--- config.mk ---
export PLATFORM = sky130hd
export DESIGN_NAME = sipo_vector_buffer
export DESIGN_NICKNAME = d
export VERILOG_FILES = /design/src/rtl/sipo_vector_buffer.sv
export SDC_FILE = /design/constraint.sdc
export NUM_CORES = 2
export LEC_CHECK = 0
export ABC_AREA = 1
export BUFFER_PORTS_ARGS = -buffer_cell sky130_fd_sc_hd__clkbuf_2
export CELL_PAD_IN_SITES_DETAIL_PLACEMENT = 1
export CELL_PAD_IN_SITES_GLOBAL_PLACEMENT = 1
export CORE_MARGIN = 3
export CORE_UTILIZATION = 40
export CTS_CLUSTER_DIAMETER = 120
export DETAILED_ROUTE_END_ITERATION = 10
export PLACE_DENSITY = 0.79
export SLEW_MARGIN = 20
export SYNTH_ARGS = -nofsm -noshare
export SYNTH_HDL_FRONTEND = slang
export SYNTH_SLANG_ARGS = --single-unit
export TNS_END_PERCENT = 10
--- constraint.sdc ---
create_clock -name clk -period 20.8 [get_ports clk]
set_input_delay 0 -clock clk [delete_from_list [all_inputs] [get_ports clk]]
set_output_delay 0 -clock clk [all_outputs]
set_load 0.01 [all_outputs]
--- src/rtl/sipo_vector_buffer.sv ---
// sipo_vector_buffer
//   Multi-lane serial-in/parallel-out vector buffer. Accepts LANES elements per
//   input beat and assembles a DEPTH-element vector, presented in parallel with
//   a valid/ready handshake. An early s_last pads the remainder of the vector
//   with zeros. m_count reports how many elements are real data.
//
//   Optional build macro: SIPO_VECTOR_OVERLAP_EN
//     defined   : while the vector is held, s_ready follows m_ready so a drain and
//                 the first beat of the next frame can share a clock edge.
//     undefined : s_ready is 0 while the vector is held (one idle input cycle
//                 follows every drain).
//
// Ports
//   clk, rst         rising-edge clock, asynchronous active-high reset
//   s_data           LANES*WIDTH input beat, lane 0 = earliest element
//   s_valid/s_ready  input handshake
//   s_last           final beat of the frame (qualified by s_valid)
//   m_data           DEPTH*WIDTH vector, element i at [i*WIDTH +: WIDTH]
//   m_valid/m_ready  output handshake
//   m_count          number of real (non-pad) elements in m_data
module sipo_vector_buffer #(
  parameter int WIDTH = 10,
  parameter int DEPTH = 64,
  parameter int LANES = 1
) (
  input  logic                         clk,
  input  logic                         rst,
  input  logic [LANES*WIDTH-1:0]       s_data,
  input  logic                         s_valid,
  input  logic                         s_last,
  output logic                         s_ready,
  output logic [DEPTH*WIDTH-1:0]       m_data,
  output logic                         m_valid,
  input  logic                         m_ready,
  output logic [$clog2(DEPTH+1)-1:0]   m_count
);

  localparam int BEATS = DEPTH / LANES;
  localparam int BW    = $clog2(BEATS + 1);
  localparam int CW    = $clog2(DEPTH + 1);
  localparam int DW    = DEPTH * WIDTH;
  localparam int LW    = LANES * WIDTH;

  localparam logic [BW-1:0] LAST_BEAT = BW'(BEATS - 1);
  localparam logic [CW-1:0] LANES_C   = CW'(LANES);

  typedef enum logic [1:0] {
    ST_FILL,
    ST_PAD,
    ST_FULL
  } state_t;

  state_t          state_q, state_d;
  logic [DW-1:0]   shreg_q, shreg_d;
  logic [BW-1:0]   beat_q,  beat_d;
  logic [CW-1:0]   elem_q,  elem_d;
  logic            s_ready_c;

  // Register shifted down by one beat, with either the input beat or zeros
  // entering at the top. When a single beat fills the vector there is nothing
  // left to shift, so the new contents are just the beat itself.
  logic [DW-1:0]   shift_in;
  logic [DW-1:0]   shift_zero;

  generate
    if (DEPTH == LANES) begin : g_single_beat
      assign shift_in   = s_data;
      assign shift_zero = '0;
    end else begin : g_multi_beat
      assign shift_in   = {s_data, shreg_q[DW-1:LW]};
      assign shift_zero = {{LW{1'b0}}, shreg_q[DW-1:LW]};
    end
  endgenerate

  always_comb begin
    state_d   = state_q;
    shreg_d   = shreg_q;
    beat_d    = beat_q;
    elem_d    = elem_q;
    s_ready_c = 1'b0;

    case (state_q)
      ST_FILL: begin
        s_ready_c = 1'b1;
        if (s_valid) begin
          shreg_d = shift_in;
          beat_d  = beat_q + 1'b1;
          elem_d  = elem_q + LANES_C;
          if (beat_q == LAST_BEAT) begin
            state_d = ST_FULL;
          end else if (s_last) begin
            state_d = ST_PAD;
          end
        end
      end

      ST_PAD: begin
        shreg_d = shift_zero;
        beat_d  = beat_q + 1'b1;
        if (beat_q == LAST_BEAT) begin
          state_d = ST_FULL;
        end
      end

      ST_FULL: begin
`ifdef SIPO_VECTOR_OVERLAP_EN
        s_ready_c = m_ready;
`endif
        if (m_ready) begin
          state_d = ST_FILL;
          beat_d  = '0;
          elem_d  = '0;
`ifdef SIPO_VECTOR_OVERLAP_EN
          // Drain and first beat of the next frame on the same edge: apply the
          // FILL rules as if the beat counter had already been cleared.
          if (s_valid) begin
            shreg_d = shift_in;
            beat_d  = BW'(1);
            elem_d  = LANES_C;
            if (LAST_BEAT == '0) begin
              state_d = ST_FULL;
            end else if (s_last) begin
              state_d = ST_PAD;
            end
          end
`endif
        end
      end

      default: begin
        state_d = ST_FILL;
      end
    endcase
  end

  always_ff @(posedge clk or posedge rst) begin
    if (rst) begin
      state_q <= ST_FILL;
      shreg_q <= '0;
      beat_q  <= '0;
      elem_q  <= '0;
    end else begin
      state_q <= state_d;
      shreg_q <= shreg_d;
      beat_q  <= beat_d;
      elem_q  <= elem_d;
    end
  end

  assign s_ready = s_ready_c && !rst;
  assign m_valid = (state_q == ST_FULL);
  assign m_data  = shreg_q;
  assign m_count = elem_q;

endmodule

[After elaboration in Yosys (flattened, before gate mapping)]
Cells that the tools add are included.
Cells by class
  multiplexer cells: 14
  equality and inequality tests: 7
  add/subtract/negate cells: 2
  reduce and logical (&&, ||, !) cells: 10
Operator list (count)
  640-bit one-hot mux with 2 select lines: 1
  640-bit two-way mux: 1
  7-bit two-way mux: 3
  7-bit one-hot mux with 3 select lines: 1
  7-bit by 1-bit adder with 7-bit output (second input constant): 2
  7-bit one-hot mux with 2 select lines: 1
  2-bit two-way mux: 5
  7-bit by 6-bit equality test with 1-bit output (second input constant): 1
  2-bit one-hot mux with 3 select lines: 1
  3-bit AND reduction: 2
  2-bit inequality test (second input constant): 2
  4-bit AND reduction: 1
  2-bit nonzero test: 2
  3-bit inequality test (second input constant): 1
  3-bit nonzero test: 1
  2-bit by 1-bit equality test with 1-bit output (second input constant): 1
  2-bit equality test (second input constant): 1
  2-bit zero test: 1
  2-bit by 1-bit inequality test with 1-bit output (second input constant): 1
  2-bit AND reduction: 1
  1-bit logical AND: 1
  1-bit zero test: 1
  1-bit two-way mux: 1
Storage, ports and cells
  bits in registers: 656

[Longest topological paths before layout]
  depth in word-level cells: 4
  depth in mapped cells: 11
  depth with buffers taken out: 8

[Worst setup path after synthesis]
No wires, ideal clock.
  path kind: flip-flop to flip-flop
  start: register state_q[1]
  end: register shreg_q[8] (netlist: m_data[8])
  path slack: 19290 ps
  period minus slack after synthesis: 1510 ps
  library setup time: 65 ps
  data arrival time: 1445 ps
  cell stages (with the launch flop): 12
  path through: dfrtp_1 > buf_4 > inv_2 > nand2_2 > nor2_4 > nor2_8 > inv_2 > buf_4 > buf_4 > buf_4 > nand2_1 > nand2_1
Between the ends
  word-level cells in the longest chain between the ends: 3
Ends and longest elaborated chain
  from (decl): RTL line 53  | state_t state_q, state_d;
  from (signal assigned): RTL line 143  | state_q <= state_d;
  2-bit by 1-bit equality test with 1-bit output / 2-bit zero test (equally long branches): RTL line 82  | case (state_q)
  2-bit nonzero test (no line) / 2-bit inequality test (equally long branches)
  2-bit AND reduction (no line)
  to (signal assigned): RTL line 144  | shreg_q <= shreg_d;
  to (decl): RTL line 54  | logic [DW-1:0] shreg_q, shreg_d;
Several ways; a longest one is shown, not always the timed one.
A chain may end at the register's enable or synchronous reset.

[Worst setup path after layout]
  start: register state_q[1]
  end: register shreg_q[401] (netlist: m_data[401])
The elaborated chain is that of the path after synthesis.

==> summary.md <==
| Metric | Value |
|---|---|
| Slew Limit Headroom | `approximately 26%` |
| Critical path capture point type | `flip-flop` |
| Power Dens Cells | `148 nW/µm²` |
| Data arrival, critical path | `5.55 ns` |
| Primary FF master, synth | `sky130_fd_sc_hd__dfrtp_1` |
| Number of synthesized register bits | `656` |
| Width of the chip | `278 µm` |
| Via count of the first global-routing pass | `22300` |
| Met1 Resource Use GR | `27.2%` |
| Reg-to-reg endpoint | `m_data[401]` |
| Post-synthesis instance area | `29700 µm²` |
| Largest area contributor in the netlist | `sky130_fd_sc_hd__dfrtp_1` |
| Post-cts resize count | `0` |
| Total global routing track utilization | `22.3%` |
| Die Area | `between 70000 and 80000 µm²` |
| Fill cells | `8821` |
| Worst-path fanout max | `95` |
| Cell types with the highest counts after synthesis | `sky130_fd_sc_hd__nand2_1 (1883), sky130_fd_sc_hd__buf_4 (674), sky130_fd_sc_hd__dfrtp_1 (656)` |
| Initial antenna violation count | `0` |
| DRC Markers | `0` |
| Startpoint types | `flip-flop` |
| Latest clock arrival within the worst-skew pair | `0.62 ns` |
| Number of I/O pins | `664` |
| Final clock skew | `between 0.02 and 0.03 ns` |
| Final hold slack | `0.0218 ns` |
| Pin count of the biggest net entering global routing | `226` |
| Max rail drop VDD | `79.9 µV` |
| Cell with the most instances after synthesis | `sky130_fd_sc_hd__nand2_1` |
| Post-synth EDFFs | `0` |
| Period utilisation layout | `24.1%` |
| Synth Area per Inst | `8.59 µm²` |
| First-pass GRT wire length | `135000 µm` |
| Placer congestion estimate | `0.863` |
| Path type of the worst setup path | `flip-flop to flip-flop` |
| Worst r2r src | `state_q[1]` |
| GR met2 Demand/Resource | `36.3%` |
| MaxCap Viol Count | `0` |
| Grt met3 use | `under 10%` |
| Worst setup path endpoint | `m_data[401]` |
| Relative area change from synthesis to final layout | `6.64%` |
| Root buf cell | `sky130_fd_sc_hd__clkbuf_16` |
| Synthesized instance count | `3456` |
| Run status | `finished clean` |
| Reg2Reg Setup Slack | `~16 ns` |
| Area contributors post-synth | `sky130_fd_sc_hd__dfrtp_1 (55%), sky130_fd_sc_hd__nand2_1 (24%), sky130_fd_sc_hd__buf_4 (17%)` |
| Sequential share of the synthesized area | `between 50 and 60%` |
| TritonCTS clock tree | `yes` |
| Clock period minus final worst setup slack | `5.02 ns` |
| Number of nets at the end of the flow | `3484` |
| Via density per instance | `4.72` |
| Leakage power | `between 0.015 and 0.02 µW` |
| Type of the most critical hold path | `input pin to asynchronous set/reset pin` |
| Warnings from Yosys | `0` |
| Iter 0 DRT Violations | `around 1300` |
| Highest attainable clock frequency | `199 MHz` |
| IO buf count | `663` |
| Hold bufs inserted after CTS | `24` |
| Busiest metal layer after global routing | `met2` |
| WL per Instance | `19.5 µm` |
| Final Hold Viols | `0` |
| Tightest Pin Transition | `1.11 ns` |
| Worst Path Required | `21.33 ns` |
| Critical path origin | `state_q[1]` |
| Total via count after detailed routing | `~21000` |
| Fraction of final layout cells with drive strength greater than 1 | `between 20% and 30%` |
| FFs w/ async S/R, synth | `100%` |
| H-tree depth | `3` |
| Clk buf depth | `3` |
| Number of routed nets with antenna violations | `0` |
| Standard-cell rows | `99` |
| Core Region | `approximately 73000 µm²` |
| Endpoints failing setup | `0` |
| Area fraction of the dominant cell type after synthesis | `55.3%` |
| Worst R2R Path Depth | `10` |
| Clock transition at the registers of the reported paths | `~0.060 ns` |
| Sum of routed wire length over all layers | `87600 µm` |
| Fin Setup TNS | `0 ns` |
| Number of buffers added by the clock tree synthesis step | `75` |
| Sink count of the clock tree | `around 660` |
| Number of setup buffers added after CTS | `0` |
| RSZ-0062 raised after global routing | `false` |
| Pins over their slew limit | `0` |
| Half-perimeter wire length after detailed placement | `61600 µm` |
| Number of distinct library cells after synthesis | `23` |
| Height of the chip | `around 280 µm` |
| Initial DRT Pass Iterations | `5` |
| Starting Density | `40.5%` |
| Number of nets in the synthesized netlist | `3473` |
| Grt ovf | `0` |
[metrics by stage]
stage | setup WS, ns | utilization (%) | instance area (µm²) | power [µW] | instances
floorplan | 2.42 | - | 29700 | 3110 | 3456
CTS | 15.76 | 43.2 | 31600 | 4740 | 4485
global route | 15.35 | 43.2 | 31600 | 4970 | 4485
finish | 15.78 | 43.2 | 31700 | 4680 | 4486
detailed placement | 15.76 | 39.4 | 28900 | 3360 | 4325
global placement | 15.91 | 39.4 | 28900 | 3320 | 4325
[flip-flops by register name, indices dropped and copies added (netlist names)]
| register | cells |
|---|---|
| beat_q | 7 |
| m_count | 7 |
| m_data | 640 |
| state_q | 2 |
[report_power, final]
| part | switching, µW | internal [µW] | leakage, µW |
|---|---|---|---|
| Clock | 554 | 794 | 0.00125 |
| Sequential | 363 | 1620 | 0.00903 |
| Combinational | 933 | 410 | 0.00861 |
[final cells by class]
class	count	area, µm²	area share, %
flip-flops and latches	656	16400	51.9
multi-input cells	1988	7620	24.1
repair buffers	707	3720	11.8
clock buffers	104	2150	6.78
well taps	959	1200	3.79
clock inverters	32	380	1.20
inverters	39	166	0.526
diodes	1	2.50	0.00791
[per-layer routing]
layer,up-vias,wire (µm)
met3,207,6130
li1,9810,-
met5,-,0
met4,0,4740
met1,10500,35000
met2,616,41700
[layout by cell type (no fill, tap or decap), types with 3 or more instances in the layout]
cell type / n
sky130_fd_sc_hd__nand2_1: 1883
sky130_fd_sc_hd__clkbuf_2: 663
sky130_fd_sc_hd__dfrtp_1: 656
sky130_fd_sc_hd__clkbuf_16: 76
sky130_fd_sc_hd__o21ai_0: 45
sky130_fd_sc_hd__inv_1: 34
sky130_fd_sc_hd__dlygate4sd3_1: 24
sky130_fd_sc_hd__nand3_1: 23
sky130_fd_sc_hd__nor2_1: 22
sky130_fd_sc_hd__buf_4: 19
sky130_fd_sc_hd__clkinv_2: 16
sky130_fd_sc_hd__clkbuf_8: 14
sky130_fd_sc_hd__clkbuf_1: 14
sky130_fd_sc_hd__bufinv_16: 5
sky130_fd_sc_hd__nand4_1: 3
sky130_fd_sc_hd__a21oi_1: 3
sky130_fd_sc_hd__inv_6: 3
sky130_fd_sc_hd__inv_16: 3
sky130_fd_sc_hd__clkinv_4: 3
[worst min-delay path by stage]
stage	slack (ns)	end
after floorplan	0.05	s_ready
after global placement	0.24	m_data[631]
after detailed placement	0.24	m_data[633]
after CTS	0.22	m_data[636]
after global routing	0.18	m_data[236]
final	0.02	beat_q[1]
[kinds of logic after synthesis]
kind of cell	synth area share (%)
flip-flops	55.3
XOR/XNOR	0.0295
adder cells (fa/ha/maj)	0.0843
buffers and inverters	19.0
AO/OA/AOI/OAI	0.835
AND/OR/NAND/NOR	24.7
[critical path, cell delays in order, from the launching register on]
cell and delay [ns]:
sky130_fd_sc_hd__dfrtp_1 0.53, sky130_fd_sc_hd__inv_2 0.12, sky130_fd_sc_hd__nand2_2 0.12, sky130_fd_sc_hd__nor2_4 0.06
sky130_fd_sc_hd__nor2_8 0.62, sky130_fd_sc_hd__buf_4 0.72, sky130_fd_sc_hd__buf_4 0.66, sky130_fd_sc_hd__buf_4 0.76
sky130_fd_sc_hd__buf_4 0.87, sky130_fd_sc_hd__nand2_1 0.15, sky130_fd_sc_hd__nand2_1 0.11
Power figures use the tool's default switching activity.
